--- src/rtl/tx_byte_queue.sv ---
`default_nettype none
// ----------------------------------------------------------------------------
// tx_byte_queue: byte FIFO that feeds a UART transmitter one byte at a time.
// Revision: 1.0 - initial release
// ----------------------------------------------------------------------------
module tx_byte_queue #(
    parameter int DEPTH = 16,
    parameter int AW    = 4
) (
    input  logic          clk,
    input  logic          rst,
    input  logic [7:0]    wr_data,
    input  logic          wr_en,
    output logic          full,
    output logic          empty,
    output logic [AW:0]   count,
    output logic          overflow,
    output logic [7:0]    tx_data,
    output logic          tx_send,
    input  logic          tx_busy
);

    typedef enum logic [1:0] {
        IDLE      = 2'd0,
        SEND      = 2'd1,
        WAIT_ACK  = 2'd2,
        WAIT_DONE = 2'd3
    } state_t;

    localparam logic [AW:0] C_DEPTH = DEPTH[AW:0];

    logic [7:0]    r_mem [DEPTH];
    logic [AW-1:0] r_wr_ptr;
    logic [AW-1:0] r_rd_ptr;
    logic [AW:0]   r_count;
    logic [7:0]    r_tx_data;
    logic          r_tx_send;
    logic          r_overflow;
    state_t        r_state;
    state_t        w_state_nxt;
    logic          w_pop;
    logic          w_push;
    logic          w_drop;

    always_comb begin
        w_state_nxt = r_state;
        w_pop       = 1'b0;
        case (r_state)
            IDLE: begin
                if ((r_count != '0) && !tx_busy) begin
                    w_pop       = 1'b1;
                    w_state_nxt = SEND;
                end
            end
            SEND:      w_state_nxt = WAIT_ACK;
            WAIT_ACK:  if (tx_busy) w_state_nxt = WAIT_DONE;
            WAIT_DONE: if (!tx_busy) w_state_nxt = IDLE;
            default:   w_state_nxt = IDLE;
        endcase
    end

    // A pop in the same cycle frees a slot, so a full queue can still accept.
    assign w_push = wr_en && ((r_count != C_DEPTH) || w_pop);
    assign w_drop = wr_en && (r_count == C_DEPTH) && !w_pop;

    always_ff @(posedge clk) begin
        if (rst) begin
            r_state    <= IDLE;
            r_wr_ptr   <= '0;
            r_rd_ptr   <= '0;
            r_count    <= '0;
            r_tx_data  <= 8'h00;
            r_tx_send  <= 1'b0;
            r_overflow <= 1'b0;
        end else begin
            r_state    <= w_state_nxt;
            r_overflow <= w_drop;
            r_tx_send  <= w_pop;
            if (w_push) begin
                r_wr_ptr <= r_wr_ptr + 1'b1;
            end
            if (w_pop) begin
                r_rd_ptr  <= r_rd_ptr + 1'b1;
                r_tx_data <= r_mem[r_rd_ptr];
            end
            case ({w_push, w_pop})
                2'b10:   r_count <= r_count + 1'b1;
                2'b01:   r_count <= r_count - 1'b1;
                default: r_count <= r_count;
            endcase
        end
    end

    // Storage is not reset; the popped word is read before a same-edge write.
    always_ff @(posedge clk) begin
        if (!rst && w_push) begin
            r_mem[r_wr_ptr] <= wr_data;
        end
    end

    assign count    = r_count;
    assign full     = (r_count == C_DEPTH);
    assign empty    = (r_count == '0);
    assign overflow = r_overflow;
    assign tx_data  = r_tx_data;
    assign tx_send  = r_tx_send;

endmodule
`default_nettype wire

--- config.mk ---
export PLATFORM = sky130hd
export DESIGN_NAME = tx_byte_queue
export DESIGN_NICKNAME = d
export VERILOG_FILES = /design/src/rtl/tx_byte_queue.sv
export SDC_FILE = /design/constraint.sdc
export NUM_CORES = 1
export LEC_CHECK = 0
export CORE_MARGIN = 10
export CORE_UTILIZATION = 50
export CTS_CLUSTER_DIAMETER = 200
export DETAILED_ROUTE_END_ITERATION = 10
export PLACE_DENSITY = 0.68
export SYNTH_ARGS = -nofsm -noshare
export SYNTH_HDL_FRONTEND = slang
export SYNTH_SLANG_ARGS = --single-unit
export TNS_END_PERCENT = 5
--- constraint.sdc ---
create_clock -name clk -period 3.1 [get_ports clk]
set_clock_uncertainty 0.05 [all_clocks]
set_input_delay 0.465 -clock clk [delete_from_list [all_inputs] [get_ports clk]]
set_output_delay 0.465 -clock clk [all_outputs]
set_load 0.02 [all_outputs]
## Yosys cells after proc, flatten, opt, wreduce, memory -nomap -nowiden

Memory sizes are Yosys's and may differ from the RTL's. A register that Yosys moved wholly into a read port is not among the register bits.
Cells that the tools add are included.

- Register bits after elaboration: 17
- Memory bits (writable): 128
- Memories kept: 1

- Add/subtract/negate cells: 4
- Equal/unequal tests: 10
- Multiplexer cells: 9
- Reduce and logical (&&, ||, !) cells: 14

Memory list:

| name | depth | width | read ports | clocked after Yosys merged registers in | write ports | RTL line | source |
|---|---|---|---|---|---|---|---|
| r_mem | 16 | 8 | 1 | 1 | 1 | 32 | `logic [7:0] r_mem [DEPTH];` |

Operators with widths:

| cell | number |
|---|---|
| 5-bit one-hot mux with 2 select lines | 1 |
| 4-bit by 1-bit adder with 4-bit output, second input constant | 2 |
| 2-bit one-hot mux with 4 select lines | 1 |
| 2-bit == test, second input constant | 3 |
| 2-bit 2-to-1 mux | 3 |
| 2-bit != test, second input constant | 3 |
| 5-bit by 1-bit adder with 5-bit output, second input constant | 1 |
| 5-bit == test, second input constant | 1 |
| 1-bit logical AND | 5 |
| 5-bit zero test | 1 |
| 5-bit != test, second input constant | 1 |
| 5-bit nonzero test | 1 |
| 5-bit by 1-bit subtractor with 5-bit output, second input constant | 1 |
| 2-bit by 1-bit == test with 1-bit output, second input constant | 2 |
| 1-bit 2-to-1 mux | 4 |
| 1-bit zero test | 3 |
| 3-bit AND reduction | 1 |
| 2-bit zero test | 1 |
| 2-bit nonzero test | 1 |
| 1-bit logical OR | 1 |

## Logic depth before layout (Yosys ltp)

- Depth in word-level cells: 9
- Depth in mapped cells: 10

## Least setup slack after synthesis

No wires, ideal clock.

- Path type: input-to-reg
- Start point: in wr_en
- End point: reg r_count[4] (netlist: count[4])
- Arrival time: 2,513 ps
- Data required time: 2,927 ps
- Path slack: 414 ps
- Cell stages on the path: 9
- Path through: clkbuf_1 > or3b_2 > a21oi_2 > xor2_1 > ha_1 > o31ai_1 > o2111a_1 > a311oi_1 > mux2_1

- Longest elaborated chain between the ends: 3

RTL lines:

| item | RTL line | source |
|---|---|---|
| start: declaration | 13 | `input logic wr_en,` |
| 1-bit logical AND * | 63 | `assign w_push = wr_en && ((r_count != C_DEPTH) \|\| w_pop);` |
| 2-bit by 1-bit == test with 1-bit output / 2-bit == test (equally long branches) | 86 | `case ({w_push, w_pop})` |
| 5-bit one-hot mux with 2 select lines / 2-bit nonzero test (equally long branches) | -- |  |
| end signal: assignment | 87 | `2'b10: r_count <= r_count + 1'b1;` |
| end signal: assignment | 88 | `2'b01: r_count <= r_count - 1'b1;` |
| end signal: assignment | 89 | `default: r_count <= r_count;` |
| end: declaration | 35 | `logic [AW:0] r_count;` |

Every way passes the cells marked *; elsewhere a longest branch is shown, timed or not.
A chain may end at the register's enable or synchronous reset.

## Worst setup path in the final report

- Start point: reg r_state[0]
- End point: reg r_count[4] (netlist: count[4])

- Longest elaborated chain between the ends: 6

RTL lines:

| item | RTL line | source |
|---|---|---|
| start: declaration | 39 | `state_t r_state;` |
| start signal: assignment | 76 | `r_state <= w_state_nxt;` |
| 2-bit zero test * | 48 | `case (r_state)` |
| 1-bit 2-to-1 mux * | 48 |  |
| 1-bit logical OR | 63 |  |
| 1-bit logical AND | 63 |  |
| 2-bit by 1-bit == test with 1-bit output / 2-bit == test (equally long branches) | 86 |  |
| 5-bit one-hot mux with 2 select lines / 2-bit nonzero test (equally long branches) | -- |  |

Marks and branches as above.

==> metrics <==
register area 0.004345 mm2; number of fill cells 890; top_reg_cell synth edfxtp_1; hold_buf cts 0; pin count of the biggest net entering global routing 35; most common cell in the netlist edfxtp_1; register area share after synthesis 69.43%; fin crit share 89.28%; dpl cell area 0.006859 mm2; CTS Buffer Depth 2; H-tree depth 4; DR vias 3,404; root buffer cell clkbuf_16; total die area 0.01739 mm2; number of nets in the layout 438; synth-to-layout area growth 19.96%; Hold Crit Class flop to flop; Slew Viols, Final 0; grt ovf 0; clk_lat worst skew 0.43 ns; Worst setup SP type flop; CTS Buf Count 17; Leak 2.466 nW; cells after synthesis 363; endpoints failing setup 0; ANT cells 0; minimum clock period 2.768 ns; Peak Freq 361.3 MHz; EDFF count, synth 128; GP Congestion 0.8008; dpl cells 564; total power 5.952 mW; Pre-antenna DRT Iters 4; Worst Path Required 3.36 ns; Mapped Area 0.006257 mm2; maximum vdd ir drop 0.0006072 V; CP Data Arrival Time 3.03 ns; Worst-path clk slew 0.06 ns; status finished, final reports clean; Clock Sink Count 153; post_cts resized 0; WHS 0.4739 ns; Port Buffer Count 28; TritonCTS clock tree done; Avg Cell Area, Syn 17.24 um2; vias in the first global route 3,572; max_cap viols 0; I/O pin total 29; most instantiated cells after synthesis edfxtp_1 (128), mux4_2 (32), nor2_1 (30), dfxtp_1 (25), mux2i_1 (19); DR WL/cell 21.01 um; CP max FO 6; crit path kind flop to flop; Die X 131.9 um; initial antenna violation count 0; die span in y 131.9 um; RSZ-0062 raised after global routing no; Synth area leaders edfxtp_1 (61%), mux4_2 (12%), dfxtp_1 (8.0%), mux2i_1 (3.0%), ha_1 (2.2%); Worst Setup End Kind flop; total routed wirelength 12,520 um; Setup TNS Final 0 ns; Worst-Margin Slew 1.021 ns; row count 40; fin cells 596; Total GRT Usage 15.14%; area leader, netlist edfxtp_1; asr flop ratio synth 0%; Worst Hold Depth 2; Initial Utilization 51.66%; total number of yosys warnings 0; number of post-CTS setup repair buffers 0; first-pass GRT wire length 20,040 um; syn_nets 386; worst-case reg-to-reg path depth 10; Yosys reg bits 153; Final Cell Area 0.007506 mm2; Vias/cell 5.711; Final Util 61.97%; area occupied by multi-input gates 0.001778 mm2; core area 0.01211 mm2; DR DRC count 0; hpwl dp 7757 um; Synth top area share 61.43%; DP Worst Slack 0.1076 ns; fraction of layout cells with a size suffix above 1 22.20%; final hold viol count 0; Final ANT Viol Nets 0; Cell variety after synth 48; drt initial violations 337; pwr/cell area 793.0 mW/mm2; slew margin rel. 31.82%; PnR worst setup slack 0.3324 ns
area by class of cell:
class	instances	area share, %
flip-flops and latches	153	57.89
multi-input cells	180	23.69
inverters	8	0.4001
well taps	168	2.800
clock buffers	18	5.718
clock inverters	14	2.900
repair buffers	55	6.601
critical path, stage by stage, from the launching register on:
cell	delay, ns
dfxtp_1	0.32
inv_1	0.11
ha_1	0.25
or3b_2	0.49
a21oi_2	0.16
xor2_1	0.18
ha_1	0.23
o31ai_1	0.08
o2111a_1	0.13
a311oi_1	0.30
mux2_1	0.35
cell usage in the layout (no fill, tap or decap), types with 3 or more instances in the layout:
cell type	instances
clkinv_2	3
dfxtp_1	24
clkdlybuf4s50_1	28
nand2b_1	4
buf_4	26
mux2i_1	19
nor4_1	3
nand3_1	13
nor3_1	8
nor2_1	30
a21oi_1	4
nand2_1	5
xnor2_1	4
o21ai_0	3
mux4_2	32
inv_1	7
ha_1	11
clkbuf_16	17
o221ai_1	8
bufinv_16	5
xor2_1	4
edfxtp_1	128
sequential cells by signal, summed over array words and instances, names as in the netlist:
| signal | cells |
|---|---|
| r_rd_ptr | 4 |
| count | 5 |
| r_wr_ptr | 4 |
| r_state | 2 |
| r_mem | 128 |
| tx_data | 8 |
| tx_send | 1 |
| overflow | 1 |
where the power goes:
group / internal (mW) / total (mW) / switching [mW] / leakage (nW)
sequential: 2.34 / 2.51 / 0.171 / 1.36
clock: 1.44 / 2.25 / 0.813 / 0.320
combinational: 0.570 / 1.19 / 0.623 / 0.789
total: 4.34 / 5.95 / 1.61 / 2.47
cells by family (layout without fill, tap and decap cells):
family | count (synthesis) | in the layout | share of synthesized area (%)
DFF | 153 | 153 | 69.43
and+or+nand+nor | 74 | 74 | 6.079
muxes | 53 | 53 | 14.92
AOI/OAI and AO/OA | 34 | 34 | 4.099
buffers and inverters | 30 | 95 | 2.160
adders and majority gates | 11 | 11 | 2.200
xor gates and xnor gates | 8 | 8 | 1.120
worst paths after layout:
kind                    from          to  slack [ns]
setup / recovery  r_state[0]    count[4]        0.33
hold / removal    tx_data[4]  tx_data[4]        0.47
setup reg to reg  r_state[0]    count[4]        0.33
hold reg to reg   tx_data[4]  tx_data[4]        0.47
per-layer routing:
metal,wire [um],GRT usage (%)
met5,0,0
met4,212,6.119
met3,676,5.488
met2,6334,24.04
met1,5296,18.33
(Power assumes the default switching activity.)
